## src/rtl/lcd_reg_display_pkg.sv

```systemverilog
// Shared definitions for lcd_reg_display: FSM state encodings, ASCII constants, line lengths.
package lcd_reg_display_pkg;

    localparam logic [2:0] ST_IDLE     = 3'd0;
    localparam logic [2:0] ST_SNAP     = 3'd1;
    localparam logic [2:0] ST_CLR      = 3'd2;
    localparam logic [2:0] ST_CLR_WAIT = 3'd3;
    localparam logic [2:0] ST_LOAD     = 3'd4;
    localparam logic [2:0] ST_WRITE    = 3'd5;
    localparam logic [2:0] ST_WR_WAIT  = 3'd6;

    localparam logic [7:0] CH_SPACE = 8'h20;
    localparam logic [7:0] CH_EQ    = 8'h3D;
    localparam logic [7:0] CH_ZERO  = 8'h30;
    localparam logic [7:0] CH_A     = 8'h41;
    localparam logic [7:0] CH_X     = 8'h58;
    localparam logic [7:0] CH_Y     = 8'h59;
    localparam logic [7:0] CH_O     = 8'h4F;
    localparam logic [7:0] CH_P     = 8'h50;

    localparam int unsigned NCHARS_BASE  = 19;
    localparam int unsigned NCHARS_FLAGS = 24;

endpackage

```

## src/rtl/lcd_reg_display_if.sv

```systemverilog
// Character/clear handshake between lcd_reg_display (master) and lcd_control (slave).
interface lcd_reg_display_if;

    logic [7:0] data;
    logic       writeStart;
    logic       clrLCD;
    logic       initDone;
    logic       writeDone;

    modport master (output data, writeStart, clrLCD, input initDone, writeDone);
    modport slave  (input data, writeStart, clrLCD, output initDone, writeDone);

endinterface

```

## src/rtl/lcd_reg_display_nib_to_ascii.sv

```systemverilog
// Combinational 4-bit nibble to uppercase hex ASCII digit.
module nib_to_ascii
    import lcd_reg_display_pkg::*;
(
    input  logic [3:0] nib,
    output logic [7:0] ch
);

    always_comb begin
        if (nib < 4'd10)
            ch = CH_ZERO + {4'h0, nib};
        else
            ch = CH_A + {4'h0, nib} - 8'd10;
    end

endmodule

```

## src/rtl/lcd_reg_display.sv

```systemverilog
// Snapshots CPU register taps on each display strobe and streams "A=hh X=hh Y=hh O=hh" to lcd_control.
// Define LCD_REG_DISPLAY_SHOW_FLAGS_EN to append " P=hh" from the status flags.
module lcd_reg_display
    import lcd_reg_display_pkg::*;
#(
    parameter int unsigned SYNC_STAGES = 2,
    parameter int unsigned TIMEOUT     = 1048576,
    parameter int unsigned TW          = 21
) (
    input  logic                   clk,
    input  logic                   rst_L,
    input  logic                   display,
    input  logic [7:0]             A,
    input  logic [7:0]             X,
    input  logic [7:0]             Y,
    input  logic [7:0]             OP,
    input  logic [7:0]             P,
    lcd_reg_display_if.master      lcd,
    output logic                   busy,
    output logic                   err
);

`ifdef LCD_REG_DISPLAY_SHOW_FLAGS_EN
    localparam int unsigned NCHARS = NCHARS_FLAGS;
`else
    localparam int unsigned NCHARS = NCHARS_BASE;
`endif
    localparam logic [4:0]    LAST_IDX  = 5'(NCHARS - 1);
    localparam logic [TW-1:0] TIMER_MAX = TW'(TIMEOUT - 1);

    logic [SYNC_STAGES-1:0] sync_q;
    logic                   prev_q;
    logic                   strobe_edge;
    logic                   pending;
    logic [2:0]             state;
    logic [4:0]             idx;
    logic [TW-1:0]          timer;
    logic [7:0]             snap_a, snap_x, snap_y, snap_op;
    logic [7:0]             data_q;
    logic [7:0]             sel_byte, letter, hi_ch, lo_ch, line_ch;
    logic [4:0]             pos;

`ifdef LCD_REG_DISPLAY_SHOW_FLAGS_EN
    logic [7:0] snap_p;

    always_ff @(posedge clk or negedge rst_L) begin
        if (!rst_L)
            snap_p <= '0;
        else if (state == ST_SNAP)
            snap_p <= P;
    end
`else
    logic unused_p;
    assign unused_p = ^P;
`endif

    // The edge detect compares against a delayed copy, so pending rises one edge after the sync chain.
    always_ff @(posedge clk or negedge rst_L) begin
        if (!rst_L) begin
            sync_q <= '0;
            prev_q <= 1'b0;
        end else begin
            sync_q[0] <= display;
            for (int unsigned i = 1; i < SYNC_STAGES; i++)
                sync_q[i] <= sync_q[i-1];
            prev_q <= sync_q[SYNC_STAGES-1];
        end
    end

    assign strobe_edge = sync_q[SYNC_STAGES-1] & ~prev_q;

    // A new edge wins over the clear in SNAP so a request arriving then is not lost.
    always_ff @(posedge clk or negedge rst_L) begin
        if (!rst_L)
            pending <= 1'b0;
        else if (strobe_edge)
            pending <= 1'b1;
        else if (state == ST_SNAP)
            pending <= 1'b0;
    end

    always_comb begin
        sel_byte = snap_a;
        letter   = CH_A;
        pos      = idx;
        if (idx < 5'd5) begin
            sel_byte = snap_a;
            letter   = CH_A;
            pos      = idx;
        end else if (idx < 5'd10) begin
            sel_byte = snap_x;
            letter   = CH_X;
            pos      = idx - 5'd5;
        end else if (idx < 5'd15) begin
            sel_byte = snap_y;
            letter   = CH_Y;
            pos      = idx - 5'd10;
`ifdef LCD_REG_DISPLAY_SHOW_FLAGS_EN
        end else if (idx < 5'd20) begin
            sel_byte = snap_op;
            letter   = CH_O;
            pos      = idx - 5'd15;
        end else begin
            sel_byte = snap_p;
            letter   = CH_P;
            pos      = idx - 5'd20;
        end
`else
        end else begin
            sel_byte = snap_op;
            letter   = CH_O;
            pos      = idx - 5'd15;
        end
`endif
    end

    nib_to_ascii u_nib_hi (.nib(sel_byte[7:4]), .ch(hi_ch));
    nib_to_ascii u_nib_lo (.nib(sel_byte[3:0]), .ch(lo_ch));

    always_comb begin
        case (pos)
            5'd0:    line_ch = letter;
            5'd1:    line_ch = CH_EQ;
            5'd2:    line_ch = hi_ch;
            5'd3:    line_ch = lo_ch;
            default: line_ch = CH_SPACE;
        endcase
    end

    always_ff @(posedge clk or negedge rst_L) begin
        if (!rst_L) begin
            state   <= ST_IDLE;
            idx     <= '0;
            timer   <= '0;
            snap_a  <= '0;
            snap_x  <= '0;
            snap_y  <= '0;
            snap_op <= '0;
            data_q  <= '0;
            err     <= 1'b0;
        end else begin
            case (state)
                ST_IDLE: begin
                    if (pending && lcd.initDone)
                        state <= ST_SNAP;
                end
                ST_SNAP: begin
                    snap_a  <= A;
                    snap_x  <= X;
                    snap_y  <= Y;
                    snap_op <= OP;
                    state   <= ST_CLR;
                end
                ST_CLR: begin
                    timer <= '0;
                    state <= ST_CLR_WAIT;
                end
                ST_CLR_WAIT: begin
                    if (lcd.writeDone) begin
                        idx   <= '0;
                        state <= ST_LOAD;
                    end else if (timer == TIMER_MAX) begin
                        err   <= 1'b1;
                        state <= ST_IDLE;
                    end else if (timer != '1) begin
                        timer <= timer + 1'b1;
                    end
                end
                ST_LOAD: begin
                    data_q <= line_ch;
                    state  <= ST_WRITE;
                end
                ST_WRITE: begin
                    timer <= '0;
                    state <= ST_WR_WAIT;
                end
                ST_WR_WAIT: begin
                    if (lcd.writeDone) begin
                        if (idx == LAST_IDX) begin
                            state <= ST_IDLE;
                        end else begin
                            idx   <= idx + 1'b1;
                            state <= ST_LOAD;
                        end
                    end else if (timer == TIMER_MAX) begin
                        err   <= 1'b1;
                        state <= ST_IDLE;
                    end else if (timer != '1) begin
                        timer <= timer + 1'b1;
                    end
                end
                default: state <= ST_IDLE;
            endcase
        end
    end

    assign lcd.data       = data_q;
    assign lcd.writeStart = (state == ST_WRITE);
    assign lcd.clrLCD     = (state == ST_CLR);
    assign busy           = (state != ST_IDLE);

endmodule

```

## src/flat_wrapper.sv

```systemverilog
// flat-port wrapper written by rule: the top's interface ports become plain ports
module lcd_reg_display_flat import lcd_reg_display_pkg::*;
#(
    parameter int unsigned SYNC_STAGES = 2,
    parameter int unsigned TIMEOUT     = 1048576,
    parameter int unsigned TW          = 21
)
  (clk, rst_L, display, A, X, Y, OP, P, busy, err, lcd_data, lcd_writeStart, lcd_clrLCD, lcd_initDone, lcd_writeDone);
  lcd_reg_display_if lcd_i ();
  input  logic clk;
  input  logic rst_L;
  input  logic display;
  input  logic [7:0] A;
  input  logic [7:0] X;
  input  logic [7:0] Y;
  input  logic [7:0] OP;
  input  logic [7:0] P;
  output logic busy;
  output logic err;
  output wire logic [$bits(lcd_i.data)-1:0] lcd_data;
  output wire logic [$bits(lcd_i.writeStart)-1:0] lcd_writeStart;
  output wire logic [$bits(lcd_i.clrLCD)-1:0] lcd_clrLCD;
  input wire logic [$bits(lcd_i.initDone)-1:0] lcd_initDone;
  input wire logic [$bits(lcd_i.writeDone)-1:0] lcd_writeDone;
  assign lcd_data = lcd_i.data;
  assign lcd_writeStart = lcd_i.writeStart;
  assign lcd_clrLCD = lcd_i.clrLCD;
  assign lcd_i.initDone = lcd_initDone;
  assign lcd_i.writeDone = lcd_writeDone;
  lcd_reg_display #(.SYNC_STAGES(SYNC_STAGES), .TIMEOUT(TIMEOUT), .TW(TW)) u_core (.clk(clk), .rst_L(rst_L), .display(display), .A(A), .X(X), .Y(Y), .OP(OP), .P(P), .lcd(lcd_i), .busy(busy), .err(err));
endmodule
```

## config.mk

```make
export PLATFORM = sky130hd
export DESIGN_NAME = lcd_reg_display_flat
export DESIGN_NICKNAME = d
export VERILOG_FILES = /design/src/rtl/lcd_reg_display_pkg.sv /design/src/rtl/lcd_reg_display_if.sv /design/src/rtl/lcd_reg_display_nib_to_ascii.sv /design/src/rtl/lcd_reg_display.sv /design/src/flat_wrapper.sv
export SDC_FILE = /design/constraint.sdc
export NUM_CORES = 1
export LEC_CHECK = 0
export ABC_AREA = 1
export CORE_MARGIN = 2
export CORE_UTILIZATION = 50
export DETAILED_ROUTE_END_ITERATION = 16
export PLACE_DENSITY = 0.76
export SLEW_MARGIN = 20
export SYNTH_ARGS = -nofsm -noshare
export SYNTH_HDL_FRONTEND = slang
export SYNTH_SLANG_ARGS = --single-unit
```

## constraint.sdc

```tcl
create_clock -name clk -period 2.05 [get_ports clk]
set_input_delay 0.41 -clock clk [delete_from_list [all_inputs] [get_ports clk]]
set_output_delay 0.41 -clock clk [all_outputs]
set_load 0.05 [all_outputs]
```

; After elaboration in Yosys (flattened, before gate mapping)
; Index checks and enable logic that the tools add are counted.
[op_classes]
add_sub_neg = 11
order_cmp = 5
n_eq_ne = 19
n_mux = 28
bitwise_logic = 3
reduce_logical = 12
[ops]
columns = op, count
row1 = two-way mux 21 bit, 3
row2 = two-way mux 8 bit, 7
row3 = one-hot mux 21 bit (2 select lines), 1
row4 = two-way mux 5 bit, 7
row5 = one-hot mux 8 bit (4 select lines), 1
row6 = adder 21 x 1 -> 21 bit (second input constant), 1
row7 = == test 21 x 20 -> 1 bit (second input constant), 1
row8 = != test 21 bit (second input constant), 1
row9 = one-hot mux 3 bit (7 select lines), 1
row10 = adder 7 x 4 -> 8 bit (first input constant), 2
row11 = subtractor 8 x 4 -> 8 bit (second input constant), 2
row12 = two-way mux 3 bit, 5
row13 = adder 6 x 4 -> 7 bit (first input constant), 2
row14 = == test 5 x 2 -> 1 bit (second input constant), 2
row15 = less-than comparator 5 x 4 -> 1 bit (second input constant), 2
row16 = != test 2 bit (second input constant), 5
row17 = one-hot mux 5 bit (2 select lines), 1
row18 = subtractor 5 x 4 -> 5 bit (second input constant), 2
row19 = == test 3 bit (second input constant), 3
row20 = less-than comparator 4 bit (second input constant), 2
row21 = AND reduction 4 bit, 2
row22 = == test 3 x 2 -> 1 bit (second input constant), 2
row23 = nonzero test 2 bit, 3
row24 = adder 5 x 1 -> 5 bit (second input constant), 1
row25 = other kinds (15), 19
[totals]
register_bits = 74
in_bits = 45
output_inout_bits = 12
elab_cells = 90

; Longest topological paths before layout
; Gate-level depths: netlist (run 1).
[logic_depth]
depth_word = 8
mapped_depth = 18

; Hierarchy
; From an unflattened synthesis (run 1), not the netlist that was laid out.
[unflattened]
hier_cells = 597
hier_area_um2 = 4414.2
[modules_own_cells]
columns = module, n_inst, cells_per_inst, area_per_inst_um2
row1 = lcd_reg_display, 1, 547, 4166.5
row2 = nib_to_ascii, 2, 25, 123.9

; Worst setup path before layout (run 1)
; No wires, ideal clock.
[synth_path]
kind = reg2reg
from = register u_core.state[0]
to = register u_core.timer[6]
arrival_time_ps = 2175
slack_ps = -249
path_stages_with_launch = 11
period_less_slack_ps = 2299
path_cell_list = dfrtp_1 -> nor2_1 -> inv_2 -> nor2_1 -> nor2_1 -> inv_1 -> nor2_8 -> nor2_2 -> nand2_1 -> o21ai_0 -> a21oi_1
[synth_between]
elab_chain_cells = 4
[synth_rtl]
columns = item, line
row1 = "start, declared", lcd_reg_display.sv:35  ; logic [2:0] state;
row2 = "start signal, assigned", lcd_reg_display.sv:132  ; state <= ST_IDLE;
row3 = "start signal, assigned", lcd_reg_display.sv:145  ; state <= ST_SNAP;
row4 = "start signal, assigned", lcd_reg_display.sv:152  ; state <= ST_CLR;
row5 = == test 3 x 2 -> 1 bit *, -
row6 = net lcd_clrLCD, flat_wrapper.sv:22  ; output wire logic [$bits(lcd_i.clrLCD)-1:0] lcd_clrLCD;
row7 = OR reduction 2 bit (no source line) *, -
row8 = nonzero test 2 bit (no source line), -
row9 = AND reduction 4 bit (no source line), -
row10 = "end signal, assigned", lcd_reg_display.sv:166  ; timer <= timer + 1'b1;
row11 = "end signal, assigned", lcd_reg_display.sv:189  ; timer <= timer + 1'b1;
row12 = "end, declared", lcd_reg_display.sv:37  ; logic [TW-1:0] timer;
; Mark *: on every way through the listed nets, which the timed path passes. The rest lies on a longest branch.
; A chain may end at the register's enable or synchronous reset.

; Worst setup path after layout (run 1)
[layout_path]
from = register u_core.idx[1]
to = register u_core.data_q[0] (netlist: u_core.lcd.data[0])
[layout_between]
elab_chain_cells = 8
[layout_rtl]
columns = item, line
row1 = "start, declared", lcd_reg_display.sv:36  ; logic [4:0] idx;
row2 = "start signal, assigned", lcd_reg_display.sv:182  ; idx <= idx + 1'b1;
row3 = less-than comparator 5 x 4 -> 1 bit, lcd_reg_display.sv:94  ; end else if (idx < 5'd15) begin
row4 = two-way mux 8 bit, lcd_reg_display.sv:94
row5 = two-way mux 8 bit, lcd_reg_display.sv:90  ; end else if (idx < 5'd10) begin
row6 = two-way mux 8 bit, lcd_reg_display.sv:86  ; if (idx < 5'd5) begin
row7 = adder 7 x 4 -> 8 bit, lcd_reg_display_nib_to_ascii.sv:13  ; ch = CH_A + {4'h0, nib} - 8'd10;
row8 = subtractor 8 x 4 -> 8 bit, lcd_reg_display_nib_to_ascii.sv:13
row9 = two-way mux 8 bit, lcd_reg_display_nib_to_ascii.sv:10  ; if (nib < 4'd10)
row10 = one-hot mux 8 bit (4 select lines) *, lcd_reg_display.sv:121  ; case (pos)
row11 = "end signal, assigned", lcd_reg_display.sv:170  ; data_q <= line_ch;
row12 = "end, declared", lcd_reg_display.sv:39  ; logic [7:0] data_q;
; Mark *: on every way between the ends. The rest lies on a longest branch, timed or not.

==> results of run 1 <==
==> worst max-delay path, cell delays in order (launching register included) <==
cell and delay (ps):
dfrtp_2 480, inv_4 120, ha_4 180, inv_6 50
nand2_8 80, nand2_8 60, nand2_4 100, inv_4 50
buf_4 130, nand2_2 40, nand4_1 260, nand2_4 220
nand2_1 80, nand3_1 100, nand3_1 100, nand2_1 110
nand2_1 50
==> per-layer routing <==
layer,vias to the layer above,GRT usage [%]
met4,0,8.10
met1,2071,36.0
met5,-,0
li1,2097,-
met3,54,5.12
met2,199,44.8
==> worst max path at each step <==
stage                              end  cells after the start
floorplan           u_core.lcd.data[2]                     15
global placement    u_core.lcd.data[6]                     18
detailed placement  u_core.lcd.data[6]                     18
CTS                 u_core.lcd.data[6]                     18
global route        u_core.lcd.data[0]                     16
finish              u_core.lcd.data[0]                     16
==> flip-flops by register name, indices dropped and copies added (netlist names) <==
register / cells
u_core.err: 1
u_core.prev_q: 1
u_core.snap_a: 8
u_core.snap_op: 8
u_core.sync_q: 2
u_core.snap_x: 8
u_core.idx: 5
u_core.pending: 1
u_core.snap_y: 8
u_core.state: 3
u_core.lcd.data: 7
u_core.timer: 21
==> cell families after synthesis <==
family / count (synthesis) / share of synthesized area, %
compound gates: 50 / 7.47
buf+inv: 61 / 6.07
flops: 73 / 42.8
fa+ha+maj: 9 / 2.64
other cells: 1 / 0.0878
simple gates: 368 / 38.7
xor+xnor: 11 / 2.26
==> repair_timing <==
item                       4_1_cts  5_1_grt
gates cloned                     1        0
resized for setup               46       43
setup endpoints to repair        7       23
setup buffers                   12        5
pin swaps                       35       39
==> stage by stage <==
stage | utilization, % | total power, mW
after CTS | 70.0 | 9.90
after global placement | 64.1 | 7.78
after detailed placement | 64.1 | 8.02
final | 72.2 | 10.8
after floorplan | - | 6.09
after global routing | 72.2 | 11.5
==> cell usage after synthesis, types with 2 or more instances <==
master / number
nand2_1: 216
dfrtp_1: 73
nand3_1: 50
nor2_1: 44
inv_1: 35
nand4_1: 17
nand2_2: 11
o21ai_0: 11
o31ai_1: 10
ha_1: 9
inv_2: 9
xor2_1: 9
a21oi_1: 8
clkbuf_1: 7
nor2_2: 5
o21ai_1: 5
o22ai_1: 5
nand3b_1: 4
o2111ai_1: 4
or2_2: 4
buf_2: 3
buf_6: 3
clkinv_1: 3
nor3_1: 3
nand2_4: 2
nand3_2: 2
nor2_4: 2
nor3_4: 2
or2_0: 2
xnor2_1: 2
==> power by group through the flow <==
stage	combinational (mW)	clock [mW]	sequential, mW
after floorplan	3.71	0	2.38
after global placement	5.53	0	2.25
after detailed placement	5.75	0	2.27
after CTS	6.54	1.10	2.27
after global routing	8.02	1.16	2.34
final	7.46	1.09	2.29
==> layout make-up <==
| cell class | count | area, um2 |
|---|---|---|
| multi-input cells | 440 | 2560 |
| fillers | 625 | 2290 |
| flip-flops and latches | 73 | 1830 |
| repair buffers | 116 | 1060 |
| inverters | 47 | 191 |
| well taps | 105 | 131 |
| clock buffers | 9 | 124 |
| clock inverters | 7 | 58.8 |
==> impl_metrics.csv, run 1 <==
group,metric,value,unit
logic_synthesis,synth_top_area_share,42.8,%
logic_synthesis,synth_cell_types,43,
route,via_count,4421,
logic_synthesis,synth_area,0.00427,mm2
grt,grt_pass1_wl,19.4,mm
final_layout,final_common_cell,"nand2_1",
pwr,pwr-share-comb,68.8,%
pwr,seqPwrFrac,21.1,%
pwr,p_sw,5.43,mW
logic_synthesis,synth_top_cell_by_area,"dfrtp_1",
clocking,cts.path.max_buffers,2,
critical_path,critPathMaxFanout,7,
critical_path,reg2reg_from,"u_core.idx[1]",
logic_synthesis,ys_dominant_reg_cell,"dfrtp_1",
route,drt-initial-drc-count,301,
hold_path,min_path_type,"in2async",
critical_path,critPathKind,"reg2reg",
logic_synthesis,synthesis.nets,627,
timing,min_period,2310,ps
final_layout,final_layout_size_suffix_gt1_share,27.6,%
final_layout,stdcell_count,797,
critical_path,startpoint,"u_core.idx[1]",
place,dp.cells,766,
route,drt_pass1_iterations,5,
route,routed_wl,12.5,mm
place,numPortBuffers,47,
place,place.gp.congestion,0.898,
clocking,cts-root-buf,"clkbuf_8",
place,place_ws,-173,ps
critical_path,cp-start-kind,"flop",
logic_synthesis,synth_enable_flop_cells,0,
run_status,outcome,"finished, violations left",
floorplanning,num_rows,33,
floorplanning,die_area,0.00930,mm2
pwr,swShare,50.1,%
timing,whs,53.2,ps
grt,antenna_found_initial,0,
critical_path,endpoint_kind,"flop",
route,ant_nets,0,
floorplanning,die_y,96.4,um
timing,slew_viol_final,0,
timing,finalClockSkew,11.2,ps
final_layout,post-route-cell-area,0.00596,mm2
grt,grt_pass1_vias,4236,
logic_synthesis,async_flop_share,100,%
grt,grt-ovfl-total,0,
run,drv_cap,0,
route,post_drt_wl_per_cell,15.7,um
logic_synthesis,synth_cells,573,
clocking,htreeDepth,3,
logic_synthesis,yosys_warnings,0,
final_layout,area_growth,39.7,%
route,routed-wl-met2,6.10,mm
timing,worst_pin_slew,497,ps
timing,finalWorstSetupSlack,-262,ps
clocking,clock_latency,370,ps
final_layout,num-nets-final,741,
clocking,clk_pin_slew,90,ps
timing,max_freq,432,MHz
clocking,cts_tree,"done",
route,drt-met1-wl,5.27,mm
floorplanning,die_w,96.4,um
timing,fin_setup_tns,-1270,ps
route,via_per_inst,5.55,
final_layout,final_cell_mix,"196 x nand2_1, 70 x dfrtp_1, 58 x buf_4, 43 x clkdlybuf4s50_1, 38 x nand3_1",
timing,hold_viol_final,0,
run_status,violations,"setup timing",
logic_synthesis,ys_seq_area_share,42.8,%
critical_path,r2r_setup_slack,-260,ps
pwr,p_clk_share,10.1,%
place,placed_cell_area,0.00530,mm2
clocking,cts_made_buffers,9,
pwr,power.leakage,2.80,nW
pwr,power_density,1820,mW/mm2
logic_synthesis,synth-seq-cells,73,
critical_path,crit_required,2310,ps
critical_path,r2r_cells,16,
route,wl_met3,765,um
clocking,hold_buffers,0,
timing,period_share,113,%
final_layout,antenna_cells,0,
clocking,clkSinkCount,73,
floorplanning,coreArea,0.00826,mm2
pwr,ir_worst_vdd,973,uV
logic_synthesis,synth_area_leaders,"dfrtp_1 43%, nand2_1 19%, nand3_1 5.9%",
timing,relSlewSlack,66.8,%
floorplanning,start_util,51.7,%
grt,grt.total_usage,27.0,%
logic_synthesis,avgSynthCellArea,7.45,um2
route,post-route-drc-count,0,
place,dp.final_hpwl,7.98,mm
floorplanning,io_pins,57,
timing,setup_viol,7,
pwr,p_int,5.41,mW
grt,grt_max_degree,74,
timing,rsz0062_at_grt,"true",
critical_path,arrival,2570,ps
route,routed.top_layer,"met4",
critical_path,reg2reg_to,"u_core.lcd.data[0]",
Note: power is estimated with default switching activity, not from simulation.
==> run 2: changes to the inputs <==
- PLACE_DENSITY: 0.76 -> 0.73
==> run 2 against run 1 <==
Compared with the run above: the flow still finishes with violations (setup timing); largest power group unchanged; core utilization shrank 0.33 points; largest cell class unchanged; sequential cell count is the same; total power grew 1.0%; fmax grew 7.2%; clock power grew 20%; routed wire length shrank 5.6%; worst hold slack gained 22 ps; clock skew grew 8.2 ps.
==> impl_metrics.csv, run 2 (synthesis gave the netlist of run 1 again) <==
group,metric,value,unit
run_status,outcome,"finished, violations left",
run_status,violations,"setup timing",
final_layout,nFillCells,650,
critical_path,crit_path_top_delay_cell,"dfrtp_2",
final_layout,top_register,"u_core.timer",
floorplanning,num_rows,33,
critical_path,crit_required,2310,ps
timing,period_share,105,%
floorplanning,die_y,96.4,um
critical_path,slowest_delay,460,ps
pwr,ir_worst_vdd,1160,uV
critical_path,cp-start-kind,"flop",
pwr,pwr-share-comb,66.9,%
grt,grt_max_degree,74,
pwr,p_sw,5.30,mW
route,post_drt_wl_per_cell,14.9,um
place,dp.final_hpwl,7.82,mm
pwr,total_power,11.0,mW
floorplanning,io_pins,57,
route,post-route-drc-count,0,
timing,rsz0062_at_grt,"true",
pwr,power_density,1840,mW/mm2
timing,slew_viol_final,0,
route,ant_nets,0,
final_layout,final_layout_size_suffix_gt1_share,27.0,%
critical_path,path_common_cell,"nand2_1",
floorplanning,coreArea,0.00826,mm2
final_layout,largest_reg_flops,21,
grt,grt_pass1_wl,19.2,mm
timing,finalClockSkew,19.4,ps
clocking,htreeDepth,3,
place,numPortBuffers,47,
timing,setup_viol,6,
critical_path,critical-path-top-delay-family,"simple AND/OR/NAND/NOR gates",
critical_path,arrival,2420,ps
grt,grt.total_usage,26.9,%
timing,min_period,2160,ps
final_layout,antenna_cells,0,
clocking,cts_tree,"done",
clocking,hold_buffers,0,
clocking,cts.path.max_buffers,2,
grt,grt-ovfl-total,0,
pwr,power.leakage,2.80,nW
critical_path,crit_chain,"inv_4 -> ha_4 -> inv_6 -> nand2_8 -> nand2_8 -> nand2_4 -> inv_4 -> nand2_1 -> nand4_1 -> nand2_2 -> ha_4 -> nand2_2 -> inv_2 -> nor2_1 -> nand2_1 -> nand2_1 -> o21ai_2 -> nand2_1",
clocking,clkSinkCount,73,
route,via_count,4354,
timing,finalWorstSetupSlack,-108,ps
route,drt_pass1_iterations,5,
place,place.gp.congestion,0.991,
final_layout,num-nets-final,739,
timing,relSlewSlack,65.6,%
timing,hold_viol_final,0,
critical_path,r2r_cells,18,
clocking,clock_latency,350,ps
critical_path,r2r_setup_slack,-110,ps
final_layout,final_common_cell,"nand2_1",
floorplanning,die_area,0.00930,mm2
clocking,cts_made_buffers,9,
run,drv_cap,0,
final_layout,area_growth,39.0,%
grt,grt_pass1_vias,4063,
pwr,swShare,48.4,%
critical_path,critPathMaxFanout,6,
pwr,p_clk_share,12.0,%
timing,worst_pin_slew,514,ps
route,via_per_inst,5.48,
critical_path,reg2reg_to,"u_core.lcd.data[6]",
floorplanning,start_util,51.7,%
floorplanning,die_w,96.4,um
clocking,cts-root-buf,"clkbuf_8",
timing,max_freq,463,MHz
route,routed_wl,11.8,mm
route,drt-initial-drc-count,325,
pwr,seqPwrFrac,21.2,%
critical_path,endpoint_kind,"flop",
final_layout,final_util,71.9,%
clocking,clk_pin_slew,100,ps
final_layout,final_cell_mix,"203 x nand2_1, 69 x dfrtp_1, 58 x buf_4, 43 x clkdlybuf4s50_1, 38 x nand3_1",
critical_path,critPathBufInv,4,
critical_path,critPathKind,"reg2reg",
hold_path,min_path_type,"in2async",
critical_path,reg2reg_from,"u_core.idx[1]",
grt,antenna_found_initial,0,
pwr,p_int,5.65,mW
==> run 2: cell count changes in the layout (fill, tap and decap cells not counted), moves of 2 or more <==
cell,previous run,this run
nor2_2,6,11
inv_6,5,3
nand3_2,11,13
nand2_4,11,8
nand3_4,4,2
buf_6,10,8
bufinv_16,0,2
nand2_1,196,203
inv_4,4,2
nand2_2,20,15
inv_2,11,15
nor2_4,9,5
==> run 2: final cells by class <==
class / instances / area, um2 / area share (%)
Clock buffer: 9 / 124 / 2.09
Clock inverter: 7 / 101 / 1.71
Inverter: 47 / 186 / 3.14
Multi-Input combinational cell: 440 / 2520 / 42.5
Sequential cell: 73 / 1830 / 30.9
Tap cell: 105 / 131 / 2.21
Timing Repair Buffer: 114 / 1040 / 17.5
==> run 2: per-stage QoR <==
step | cell area [um2] | std cells | setup WS [ps] | setup TNS [ps] | hold WS (ps)
detailed placement | 5250 | 760 | -208 | -1160 | 338
finish | 5940 | 795 | -108 | -452 | 75.2
floorplan | 4320 | 573 | 0.868 | 0 | 114
global placement | 5250 | 760 | -141 | -695 | 349
CTS | 5790 | 790 | -69.8 | -236 | 95.4
global route | 5940 | 795 | -274 | -1560 | 104
==> run 2: timing repair <==
item	4_1_cts	5_1_grt
cloned	1	0
resized for setup	47	29
pin swaps	32	29
setup endpoints to repair	7	24
setup buffers	15	5
==> run 2: per-layer routing <==
metal	vias to the layer above	track usage, %	wire (um)	share of wire [%]
li1	2104	-	-	-
met1	2064	37.0	5310	45
met2	154	43.6	5690	48
met3	32	4.03	546	4.6
met4	0	9.51	291	2.5
met5	-	0	0	0
==> run 2: worst max-delay path by stage <==
stage / cells after the start / endpoint / from
final: 18 / u_core.lcd.data[6] / u_core.idx[1]
after detailed placement: 14 / u_core.lcd.data[1] / u_core.idx[2]
after floorplan: 15 / u_core.lcd.data[2] / u_core.idx[1]
after CTS: 17 / u_core.lcd.data[2] / u_core.idx[2]
after global placement: 14 / u_core.lcd.data[1] / u_core.idx[2]
after global routing: 18 / u_core.lcd.data[6] / u_core.idx[1]
==> run 2: power groups by stage <==
stage          Combinational [mW]  Clock (mW)  Sequential [mW]
2_1_floorplan                3.71           0             2.38
3_3_place_gp                 5.50           0             2.27
3_5_place_dp                 5.66           0             2.28
4_1_cts                      6.57        1.31             2.30
5_1_grt                      8.03        1.39             2.37
6_report                     7.32        1.31             2.32
